--- config.mk ---
export PLATFORM = sky130hd
export DESIGN_NAME = gc_cmd_responder
export DESIGN_NICKNAME = d
export VERILOG_FILES = /design/src/rtl/gc_pkg.sv /design/src/rtl/gc_analog_packer.sv /design/src/rtl/gc_cmd_responder.sv
export SDC_FILE = /design/constraint.sdc
export NUM_CORES = 1
export LEC_CHECK = 0
export BUFFER_PORTS_ARGS = -buffer_cell sky130_fd_sc_hd__buf_4
export CORE_AREA = 3 3 112 114
export CTS_BUF_LIST = sky130_fd_sc_hd__clkbuf_4 sky130_fd_sc_hd__clkbuf_8
export DETAILED_ROUTE_END_ITERATION = 10
export DIE_AREA = 0 0 115 117
export GPL_TIMING_DRIVEN = 0
export PLACE_DENSITY_LB_ADDON = 0.25
export SLEW_MARGIN = 15
export SYNTH_ARGS = -nofsm -noshare
export SYNTH_HDL_FRONTEND = slang
export SYNTH_HIERARCHICAL = 1
export SYNTH_SLANG_ARGS = --single-unit
--- constraint.sdc ---
create_clock -name CLK -period 4 [get_ports CLK]
set_input_delay 0.4 -clock CLK [delete_from_list [all_inputs] [get_ports CLK]]
set_output_delay 0.4 -clock CLK [all_outputs]
set_load 0.02 [all_outputs]
--- src/rtl/gc_pkg.sv ---
// Shared constants, state type and helpers for the GameCube command responder.
package gc_pkg;

    localparam logic [7:0] GC_CMD_ID     = 8'h00;
    localparam logic [7:0] GC_CMD_RESET  = 8'hFF;
    localparam logic [7:0] GC_CMD_POLL   = 8'h40;
    localparam logic [7:0] GC_CMD_ORIGIN = 8'h41;
    localparam logic [7:0] GC_CMD_CALIB  = 8'h42;

    localparam logic [23:0] GC_ID_DEFAULT = 24'h090030;

    localparam logic [7:0] GC_STICK_CENTRE = 8'h80;
    localparam logic [7:0] GC_TRIGGER_REST = 8'h00;
    // Origin layout: JX, JY, CX, CY, L, R.
    localparam logic [47:0] GC_ORIGIN_DEFAULT = {{4{GC_STICK_CENTRE}}, {2{GC_TRIGGER_REST}}};

    localparam int         GC_RESP_WIDTH  = 80;
    localparam logic [7:0] GC_BITS_ID     = 8'd24;
    localparam logic [7:0] GC_BITS_SHORT  = 8'd64;
    localparam logic [7:0] GC_BITS_ORIGIN = 8'd80;

    typedef enum logic [1:0] {
        GC_ST_IDLE    = 2'd0,
        GC_ST_DECODE  = 2'd1,
        GC_ST_RESPOND = 2'd2
    } gc_state_e;

    function automatic logic [7:0] gc_sat_add(input logic [7:0] base, input logic [1:0] inc);
        logic [8:0] sum;
        sum = {1'b0, base} + {7'd0, inc};
        return sum[8] ? 8'hFF : sum[7:0];
    endfunction

endpackage

--- src/rtl/gc_analog_packer.sv ---
// Maps the poll analog mode onto the four trailing response bytes (B4..B7).
module gc_analog_packer
    import gc_pkg::*;
(
    input  logic [7:0]  mode,
    input  logic [7:0]  c_stick_x,
    input  logic [7:0]  c_stick_y,
    input  logic [7:0]  l_analog,
    input  logic [7:0]  r_analog,
    output logic [31:0] analog_bytes
);

    always_comb begin
        analog_bytes = '0;
        case (mode)
            8'd0, 8'd5, 8'd6, 8'd7:
                analog_bytes = {c_stick_x, c_stick_y, l_analog[7:4], r_analog[7:4], 8'h00};
            8'd1:
                analog_bytes = {c_stick_x[7:4], c_stick_y[7:4], l_analog, r_analog, 8'h00};
            8'd2:
                analog_bytes = {c_stick_x[7:4], c_stick_y[7:4], l_analog[7:4], r_analog[7:4], 16'h0000};
            8'd3:
                analog_bytes = {c_stick_x, c_stick_y, l_analog, r_analog};
            8'd4:
                analog_bytes = {c_stick_x, c_stick_y, 16'h0000};
            default:
                analog_bytes = '0;
        endcase
    end

endmodule

--- src/rtl/gc_cmd_responder.sv ---
// GameCube controller command responder: decodes host commands into a held, left-justified response.
// Define GC_ORIGIN_CAPTURE_EN to let calibrate (0x42) latch live stick/trigger positions as the origin.
//
// state    | meaning
// IDLE     | waiting for NEW_COMMAND
// DECODE   | live inputs snapshotted, response registered
// RESPOND  | CMD_DONE held until TX_DONE or hold timer expiry
module gc_cmd_responder
    import gc_pkg::*;
#(
    parameter int          TX_BUFFER_WIDTH = 80,
    parameter logic [23:0] ID_VECTOR       = GC_ID_DEFAULT,
    parameter int          DONE_TIMEOUT    = 4000
) (
    input  logic                       CLK,
    input  logic                       RESET,
    input  logic [23:0]                COMMAND,
    input  logic [1:0]                 CMD_BYTES,
    input  logic                       NEW_COMMAND,
    input  logic                       TX_DONE,
    input  logic [15:0]                BUTTONS,
    input  logic [7:0]                 J_STICK_X,
    input  logic [7:0]                 J_STICK_Y,
    input  logic [7:0]                 C_STICK_X,
    input  logic [7:0]                 C_STICK_Y,
    input  logic [7:0]                 L_ANALOG,
    input  logic [7:0]                 R_ANALOG,
    output logic [TX_BUFFER_WIDTH-1:0] TX_BUFFER,
    output logic [7:0]                 TX_BIT_TOTAL,
    output logic                       CMD_DONE,
    output logic [1:0]                 RUMBLE,
    output logic                       NEED_ORIGIN,
    output logic [7:0]                 ERR_COUNT
);

    localparam int HOLD_W = $clog2(DONE_TIMEOUT + 1);

    gc_state_e state_q, state_d;

    logic [7:0]                 op_q;
    logic [7:0]                 mode_q;
    logic [1:0]                 rumble_cmd_q;
    logic [1:0]                 bytes_q;
    logic [HOLD_W-1:0]          hold_q;
    logic                       hold_tc;

    logic [TX_BUFFER_WIDTH-1:0] tx_buffer_q;
    logic [7:0]                 tx_bit_total_q;
    logic                       cmd_done_q;
    logic [1:0]                 rumble_q;
    logic                       need_origin_q;
    logic [7:0]                 err_count_q;

    logic                       is_id;
    logic                       is_poll;
    logic                       is_origin;
    logic                       is_bad;
    logic [7:0]                 byte0;
    logic [7:0]                 byte1;
    logic [31:0]                analog_bytes;
    logic [47:0]                origin_now;
    logic [GC_RESP_WIDTH-1:0]   resp;
    logic [7:0]                 resp_bits;
    logic [TX_BUFFER_WIDTH-1:0] resp_full;
    logic                       drop_cmd;
    logic                       bad_cmd;
    logic [1:0]                 err_inc;
    logic                       unused_inputs;

    // Rumble-field padding and the fixed/unused button positions carry no information.
    assign unused_inputs = ^{COMMAND[7:2], BUTTONS[15:13], BUTTONS[7]};

    always_ff @(posedge CLK) begin
        if (RESET) begin
            state_q <= GC_ST_IDLE;
        end else begin
            state_q <= state_d;
        end
    end

    assign hold_tc = (hold_q == HOLD_W'(1));

    always_comb begin
        state_d = state_q;
        case (state_q)
            GC_ST_IDLE:    if (NEW_COMMAND) state_d = GC_ST_DECODE;
            GC_ST_DECODE:  state_d = GC_ST_RESPOND;
            GC_ST_RESPOND: if (TX_DONE || hold_tc) state_d = GC_ST_IDLE;
            default:       state_d = GC_ST_IDLE;
        endcase
    end

    always_ff @(posedge CLK) begin
        if (RESET) begin
            op_q         <= '0;
            mode_q       <= '0;
            rumble_cmd_q <= '0;
            bytes_q      <= '0;
        end else if (state_q == GC_ST_IDLE && NEW_COMMAND) begin
            op_q         <= COMMAND[23:16];
            mode_q       <= COMMAND[15:8];
            rumble_cmd_q <= COMMAND[1:0];
            bytes_q      <= CMD_BYTES;
        end
    end

    always_comb begin
        is_id     = (op_q == GC_CMD_ID) || (op_q == GC_CMD_RESET);
        is_poll   = (op_q == GC_CMD_POLL) && (bytes_q == 2'd3);
        is_origin = (op_q == GC_CMD_ORIGIN) || (op_q == GC_CMD_CALIB);
        is_bad    = !(is_id || is_poll || is_origin);
    end

    assign byte0 = {2'b00, need_origin_q, BUTTONS[12:8]};
    assign byte1 = {1'b1, BUTTONS[6:0]};

    gc_analog_packer u_analog_packer (
        .mode         (mode_q),
        .c_stick_x    (C_STICK_X),
        .c_stick_y    (C_STICK_Y),
        .l_analog     (L_ANALOG),
        .r_analog     (R_ANALOG),
        .analog_bytes (analog_bytes)
    );

`ifdef GC_ORIGIN_CAPTURE_EN
    logic [47:0] origin_q;
    logic [47:0] live_analog;

    assign live_analog = {J_STICK_X, J_STICK_Y, C_STICK_X, C_STICK_Y, L_ANALOG, R_ANALOG};

    always_ff @(posedge CLK) begin
        if (RESET) begin
            origin_q <= GC_ORIGIN_DEFAULT;
        end else if (state_q == GC_ST_DECODE && op_q == GC_CMD_CALIB) begin
            origin_q <= live_analog;
        end
    end

    // Calibrate reports the origin it is capturing in the same DECODE cycle.
    assign origin_now = (op_q == GC_CMD_CALIB) ? live_analog : origin_q;
`else
    assign origin_now = GC_ORIGIN_DEFAULT;
`endif

    always_comb begin
        resp      = '0;
        resp_bits = GC_BITS_SHORT;
        if (is_id) begin
            resp[GC_RESP_WIDTH-1 -: 24] = ID_VECTOR;
            resp_bits                   = GC_BITS_ID;
        end else if (is_poll) begin
            resp[GC_RESP_WIDTH-1 -: 64] = {byte0, byte1, J_STICK_X, J_STICK_Y, analog_bytes};
        end else if (is_origin) begin
            resp      = {byte0, byte1, origin_now, 16'h0000};
            resp_bits = GC_BITS_ORIGIN;
        end
        resp_full = '0;
        resp_full[TX_BUFFER_WIDTH-1 -: GC_RESP_WIDTH] = resp;
    end

    // A rejected opcode and a dropped strobe can land in the same cycle.
    assign drop_cmd = NEW_COMMAND && (state_q != GC_ST_IDLE);
    assign bad_cmd  = (state_q == GC_ST_DECODE) && is_bad;
    assign err_inc  = {1'b0, drop_cmd} + {1'b0, bad_cmd};

    always_ff @(posedge CLK) begin
        if (RESET) begin
            tx_buffer_q    <= '0;
            tx_bit_total_q <= '0;
            cmd_done_q     <= 1'b0;
            rumble_q       <= '0;
            need_origin_q  <= 1'b1;
            err_count_q    <= '0;
            hold_q         <= '0;
        end else begin
            err_count_q <= gc_sat_add(err_count_q, err_inc);
            case (state_q)
                GC_ST_DECODE: begin
                    tx_buffer_q    <= resp_full;
                    tx_bit_total_q <= resp_bits;
                    cmd_done_q     <= 1'b1;
                    hold_q         <= HOLD_W'(DONE_TIMEOUT);
                    if (is_poll) rumble_q <= rumble_cmd_q;
                    if (is_origin) need_origin_q <= 1'b0;
                end
                GC_ST_RESPOND: begin
                    hold_q <= hold_q - HOLD_W'(1);
                    if (TX_DONE || hold_tc) cmd_done_q <= 1'b0;
                end
                default: begin
                end
            endcase
        end
    end

    assign TX_BUFFER    = tx_buffer_q;
    assign TX_BIT_TOTAL = tx_bit_total_q;
    assign CMD_DONE     = cmd_done_q;
    assign RUMBLE       = rumble_q;
    assign NEED_ORIGIN  = need_origin_q;
    assign ERR_COUNT    = err_count_q;

endmodule

Word-level counts from Yosys, hierarchy flattened
Cells that the tools add are included.

Multiplexer cells: 16. Div/mod/pow operators: 0. Equality and inequality tests: 17. Shifts and indexed selects: 0. Bitwise gates (word level): 0. Magnitude comparators: 0. Add/subtract/negate cells: 3. Reduce and logical (&&, ||, !) cells: 20. Multiply operators: 0.

Operators with widths (number): 32-bit case mux with 5 select lines (1); 78-bit 2-to-1 mux (1); 62-bit 2-to-1 mux (1); 56-bit 2-to-1 mux (1); 8-bit by 3-bit == test with 1-bit output, second input constant (4); 8-bit by 7-bit == test with 1-bit output, second input constant (3); 24-bit 2-to-1 mux (1); 8-bit 2-to-1 mux (3); 12-bit case mux with 2 select lines (1); 8-bit by 2-bit == test with 1-bit output, second input constant (2); 8-bit logical NOT (2); 16-bit 2-to-1 mux (1); 12-bit by 1-bit == test with 1-bit output, second input constant (1); 12-bit by 1-bit subtractor with 12-bit output, second input constant (1); 8-bit by 2-bit adder with 9-bit output (1); 8-bit by 1-bit == test with 1-bit output, second input constant (1); 8-bit == test, second input constant (1); 2-bit AND reduction (4); 2-bit case mux with 3 select lines (1); 1-bit logical OR (5); 5-bit 2-to-1 mux (1); 2-bit == test, second input constant (2); 1-bit logical AND (4); 2-bit 2-to-1 mux (2); 9 further kinds (11).

Input port bits: 94. Register bits after elaboration: 134. ROM bits: 0. Logic and storage cells: 68. Output and inout port bits: 100. Latch bits: 0. Bits in writable memories: 0. Memories: 0.

Depth between registers and ports, before layout
Depth after elaboration: 9. Gate-level depth with buffers: 12. Mapped depth without buffers: 12.

By module
Netlist, hierarchy kept.

Modules (own cells, without submodules): gc_cmd_responder (cells each 507, area each 4568.1 µm², sequential area each 2222.1 µm², instances 1); gc_analog_packer (cells each 91, area each 598.1 µm², sequential area each 0.0 µm², instances 1).

Worst setup path before layout
OpenSTA, ideal clock, no wires.

Path type: register -> register. From: register op_q[2]. To: register err_count_q[4], in the netlist ERR_COUNT[4]. Path buffers: 0. Data required time: 3.930 ns. Arrival: 2.360 ns. Cell stages (with the launch flop): 10. Library setup time: 0.070 ns. Slack: 1.569 ns. Clock period less this slack: 2.431 ns. Path through: dfxtp_1 or3_4 nor4_4 nand2b_1 fa_1 inv_1 ha_1 and4_1 or2_2 a21oi_1.

Longest elaborated chain between the ends: 9. Elaborated cells between the ends (all ways): 15. Those cells by class: add/sub (2); eq/ne (4); mux (1); reduce/logical (8).

RTL lines: start, declared (line gc_cmd_responder.sv:40) `logic [7:0] op_q;`; start signal, assigned (line gc_cmd_responder.sv:100) `op_q <= COMMAND[23:16];`; 8-bit == test (tied with other cells) (line gc_cmd_responder.sv:108) `is_id = (op_q == GC_CMD_ID) || (op_q == GC_CMD_RESET);`; 1-bit logical OR or 1-bit logical AND (tied branches) (line gc_cmd_responder.sv:108, gc_cmd_responder.sv:109); 1-bit logical OR (line gc_cmd_responder.sv:111) `is_bad = !(is_id || is_poll || is_origin);`; 1-bit logical OR (*) (line gc_cmd_responder.sv:111); 1-bit logical NOT (*) (line gc_cmd_responder.sv:111); 1-bit logical AND (*) (line gc_cmd_responder.sv:164) `assign bad_cmd = (state_q == GC_ST_DECODE) && is_bad;`; 1-bit by 1-bit adder with 2-bit output (*) (line gc_cmd_responder.sv:165) `assign err_inc = {1'b0, drop_cmd} + {1'b0, bad_cmd};`; 8-bit by 2-bit adder with 9-bit output (*) (line gc_pkg.sv:30) `sum = {1'b0, base} + {7'd0, inc};`; 8-bit 2-to-1 mux (*) (line gc_pkg.sv:31) `return sum[8] ? 8'hFF : sum[7:0];`; end signal, assigned (line gc_cmd_responder.sv:177) `err_count_q <= gc_sat_add(err_count_q, err_inc);`; end, declared (line gc_cmd_responder.sv:52) `logic [7:0] err_count_q;`.

Every way passes the cells marked *; elsewhere a longest branch is shown, timed or not. A chain may end at the register's enable or synchronous reset.

Worst setup path after layout
From: register state_q[1]. To: register err_count_q[4], in the netlist ERR_COUNT[4].

Longest elaborated chain between the ends: 5. Elaborated cells between the ends (all ways): 7. Those cells by class: add/sub (2); eq/ne (1); mux (1); reduce/logical (3).

RTL lines: start, declared (line gc_cmd_responder.sv:38) `gc_state_e state_q, state_d;`; start signal, assigned (line gc_cmd_responder.sv:77) `state_q <= state_d;`; 2-bit by 1-bit == test with 1-bit output or 2-bit nonzero test (tied branches) (line gc_cmd_responder.sv:164, gc_cmd_responder.sv:163); 1-bit logical AND (on tied branches) (line gc_cmd_responder.sv:164, gc_cmd_responder.sv:163); 1-bit by 1-bit adder with 2-bit output (*) (line gc_cmd_responder.sv:165); 8-bit by 2-bit adder with 9-bit output (*) (line gc_pkg.sv:30); 8-bit 2-to-1 mux (*) (line gc_pkg.sv:31).

Marked as above.

==> impl_metrics.toml <==
[worst_setup_path]
crit_arrival_ns = 3.33
cp-end-kind = "flop"
critPathKind = "flop to flop"
startpoint_type = "flop"
crit_required_ns = 4.30
worstPathMaxFanout = 6

[die]
initial_utilization = 0.449
core.rowCount = 39
ios = 194
die_h_um = 117
core-area_um2 = 11500
fp.dieW_um = 115
die-area_um2 = 13500

[clock_network]
cts_root_buf = "clkbuf_8"
htreeDepth = 3
clkLatencyLatePin_ns = 0.37
postCtsHoldBufs = 0
cts.path.max_buffers = 2
cts_resized = 0
cts_tree = "built"
cts_buffers = 9
postCtsSetupBuffers = 0
clock-sinks = 111
clk_pin_slew_ns = 0.10

[timing]
max_freq_mhz = 330
setup_viol = 0
drv_slew = 0
hold_viol = 0
fin_skew_ns = 0.0126
period_share = 0.758
max_slew_margin = 0.502
tightest_slew_ns = 0.747
whs_ns = 0.256
setup_tns_ns = 0
final.min_clock_period_ns = 3.03
rsz0062_at_grt = "false"

[job]
maxCapViolations = 0

[global_routing]
grtUsageTotal = 0.206
grt_max_degree = 17
grt_pass1_vias = 4554
grt-ovfl-total = 0
grt_first_pass_wirelength_um = 22100
grt_antenna_before_repair = 0

[finish]
syn2layout_area_growth_pct = 32.4
utilization = 0.594
drive_gt1_frac = 0.305
diodes = 0
nFillCells = 1076
fin_area_um2 = 6840
nNetsFinal = 891

[power_and_ir_drop]
powerDensity_nw_per_um2 = 364
peakVddDrop_mv = 0.199
leakage_nw = 2.86
p_total_mw = 2.49

[yosys]
synthArstFlopShare = 0
synth_cells = 598
yosys_warnings = 6
ys_seq_area_frac = 0.430
synth_edf_count = 0
synth_area_um2 = 5170
synth_cell_types = 64
ys_ff_latch = 111
synthFlopType = "dfxtp_1"
syn_area_per_cell_um2 = 8.64

[placement]
port_buffers = 159
dpl.hpwl_um = 11400
gp_congestion = 0.844
place_area_um2 = 6620

[routing]
routed_wl_um = 14500
dr.pass1.iters = 5
drtAntennaViolNets = 0
route.vias.total = 4898
route.detailed.drc = 0
wire_per_inst_um = 15.5
drt_iter0_drc = 278
viasPerCell = 5.23

[worst_hold_path]
hp-class = "input pin to flop"

[outcome]
outcome = "finished, final reports clean"
## logic make-up (layout without fill, tap and decap cells)
family | Yosys count | count (layout) | synth area share
other | 1 | 23 | 0.000726
AOI/OAI and AO/OA | 143 | 143 | 0.187
buffers and inverters | 82 | 256 | 0.0843
xor gates and xnor gates | 14 | 14 | 0.0252
and+or+nand+nor | 232 | 232 | 0.238
DFF | 111 | 111 | 0.430
adders and majority gates | 7 | 7 | 0.0184
muxes | 8 | 8 | 0.0155
## critical path: stages (launching register included)
cell	delay [ns]
dfxtp_1	0.33
inv_1	0.09
ha_1	0.30
inv_2	0.10
nor3_1	0.51
nand2b_1	0.16
fa_1	0.42
inv_1	0.07
ha_1	0.20
and4_1	0.31
nand4_1	0.27
a21oi_1	0.21
## routing by layer
layer | vias to the layer above | track usage | share of wire
li1 | 2427 | - | -
met4 | 0 | 0.0540 | 0.011
met3 | 14 | 0.0488 | 0.064
met5 | - | 0 | 0
met1 | 2302 | 0.253 | 0.42
met2 | 155 | 0.365 | 0.50
## cell type report
type / count / area [um^2] / area share
inverter: 19 / 71.3 / 0.0104
sequential: 111 / 2220 / 0.325
tap: 143 / 179 / 0.0262
timing repair buffer: 159 / 1190 / 0.175
multi-input combinational: 427 / 2590 / 0.379
buffer: 63 / 364 / 0.0532
clock inverter: 2 / 37.5 / 0.00549
clock buffer: 13 / 179 / 0.0262
## final timing paths
path	startpoint	to	slack, ns	depth (start not counted)
max reg2reg	state_q[1]	ERR_COUNT[4]	0.97	11
min reg2reg	mode_q[5]	mode_q[5]	0.47	2
min	J_STICK_Y[0]	TX_BUFFER[48]	0.26	3
max	state_q[1]	ERR_COUNT[4]	0.97	11
## sequential cells by signal (all words and copies together), names as in the netlist
name,cells
RUMBLE,2
hold_q,12
CMD_DONE,1
TX_BUFFER,62
op_q,8
TX_BIT_TOTAL,3
rumble_cmd_q,2
mode_q,8
state_q,2
ERR_COUNT,8
bytes_q,2
NEED_ORIGIN,1
## Yosys cell counts (3+ instances only)
cell type / number / area share
a221o_1: 8 / 0.016
nand4b_1: 3 / 0.0051
nand2b_1: 6 / 0.0073
nand4_1: 4 / 0.0048
inv_1: 17 / 0.012
a22o_1: 4 / 0.0068
nand3_1: 12 / 0.012
nor2_1: 61 / 0.044
a211oi_1: 5 / 0.0073
mux2i_1: 8 / 0.016
xnor2_1: 5 / 0.0085
nand3_2: 9 / 0.017
dfxtp_1: 111 / 0.43
nor3_1: 21 / 0.020
buf_2: 9 / 0.0087
nor4_4: 3 / 0.012
buf_4: 24 / 0.035
and2_1: 11 / 0.013
nor2b_1: 8 / 0.0097
o21ai_1: 4 / 0.0039
ha_1: 6 / 0.015
buf_6: 3 / 0.0065
a21oi_1: 47 / 0.046
a21oi_2: 9 / 0.015
xor2_1: 8 / 0.014
a31oi_1: 4 / 0.0048
nand2_1: 71 / 0.052
o21ai_0: 10 / 0.0097
a22oi_1: 42 / 0.061
clkbuf_1: 24 / 0.017
## layout by cell type, fill, tap and decap left out, types with 3 or more instances in the layout
| master | synthesis | final |
|---|---|---|
| nor2_1 | 61 | 61 |
| nand2_1 | 71 | 71 |
| a21oi_2 | 9 | 9 |
| buf_4 | 24 | 183 |
| a211oi_1 | 5 | 5 |
| nor2b_1 | 8 | 8 |
| nand3_2 | 9 | 9 |
| a22o_1 | 4 | 4 |
| clkbuf_8 | 0 | 13 |
| a221o_1 | 8 | 8 |
| xor2_1 | 8 | 8 |
| xnor2_1 | 5 | 5 |
| inv_1 | 17 | 17 |
| ha_1 | 6 | 6 |
| nand2b_1 | 6 | 6 |
| nand3_1 | 12 | 12 |
| mux2i_1 | 8 | 8 |
| and2_1 | 11 | 11 |
| conb_1 | 1 | 23 |
| o21ai_0 | 10 | 10 |
| dfxtp_1 | 111 | 111 |
| a31oi_1 | 4 | 4 |
| nor4_4 | 3 | 3 |
| o21ai_1 | 4 | 4 |
| clkbuf_1 | 24 | 24 |
| nor3_1 | 21 | 21 |
| nand4_1 | 4 | 4 |
| a21oi_1 | 47 | 47 |
| a22oi_1 | 42 | 42 |
| buf_2 | 9 | 9 |
| nand4b_1 | 3 | 3 |
| buf_6 | 3 | 3 |
## power breakdown
part           total [mW]  switching (mW)  internal [mW]
logic               0.556           0.318          0.239
registers            1.21          0.0475           1.16
clock network       0.728           0.372          0.355
## stage by stage
stage,worst slack (ns),std cells
5_1_grt,0.707,937
3_5_place_dp,0.934,922
3_3_place_gp,1.02,922
6_report,0.968,937
2_1_floorplan,1.57,620
4_1_cts,0.917,937
(Power assumes the default switching activity.)
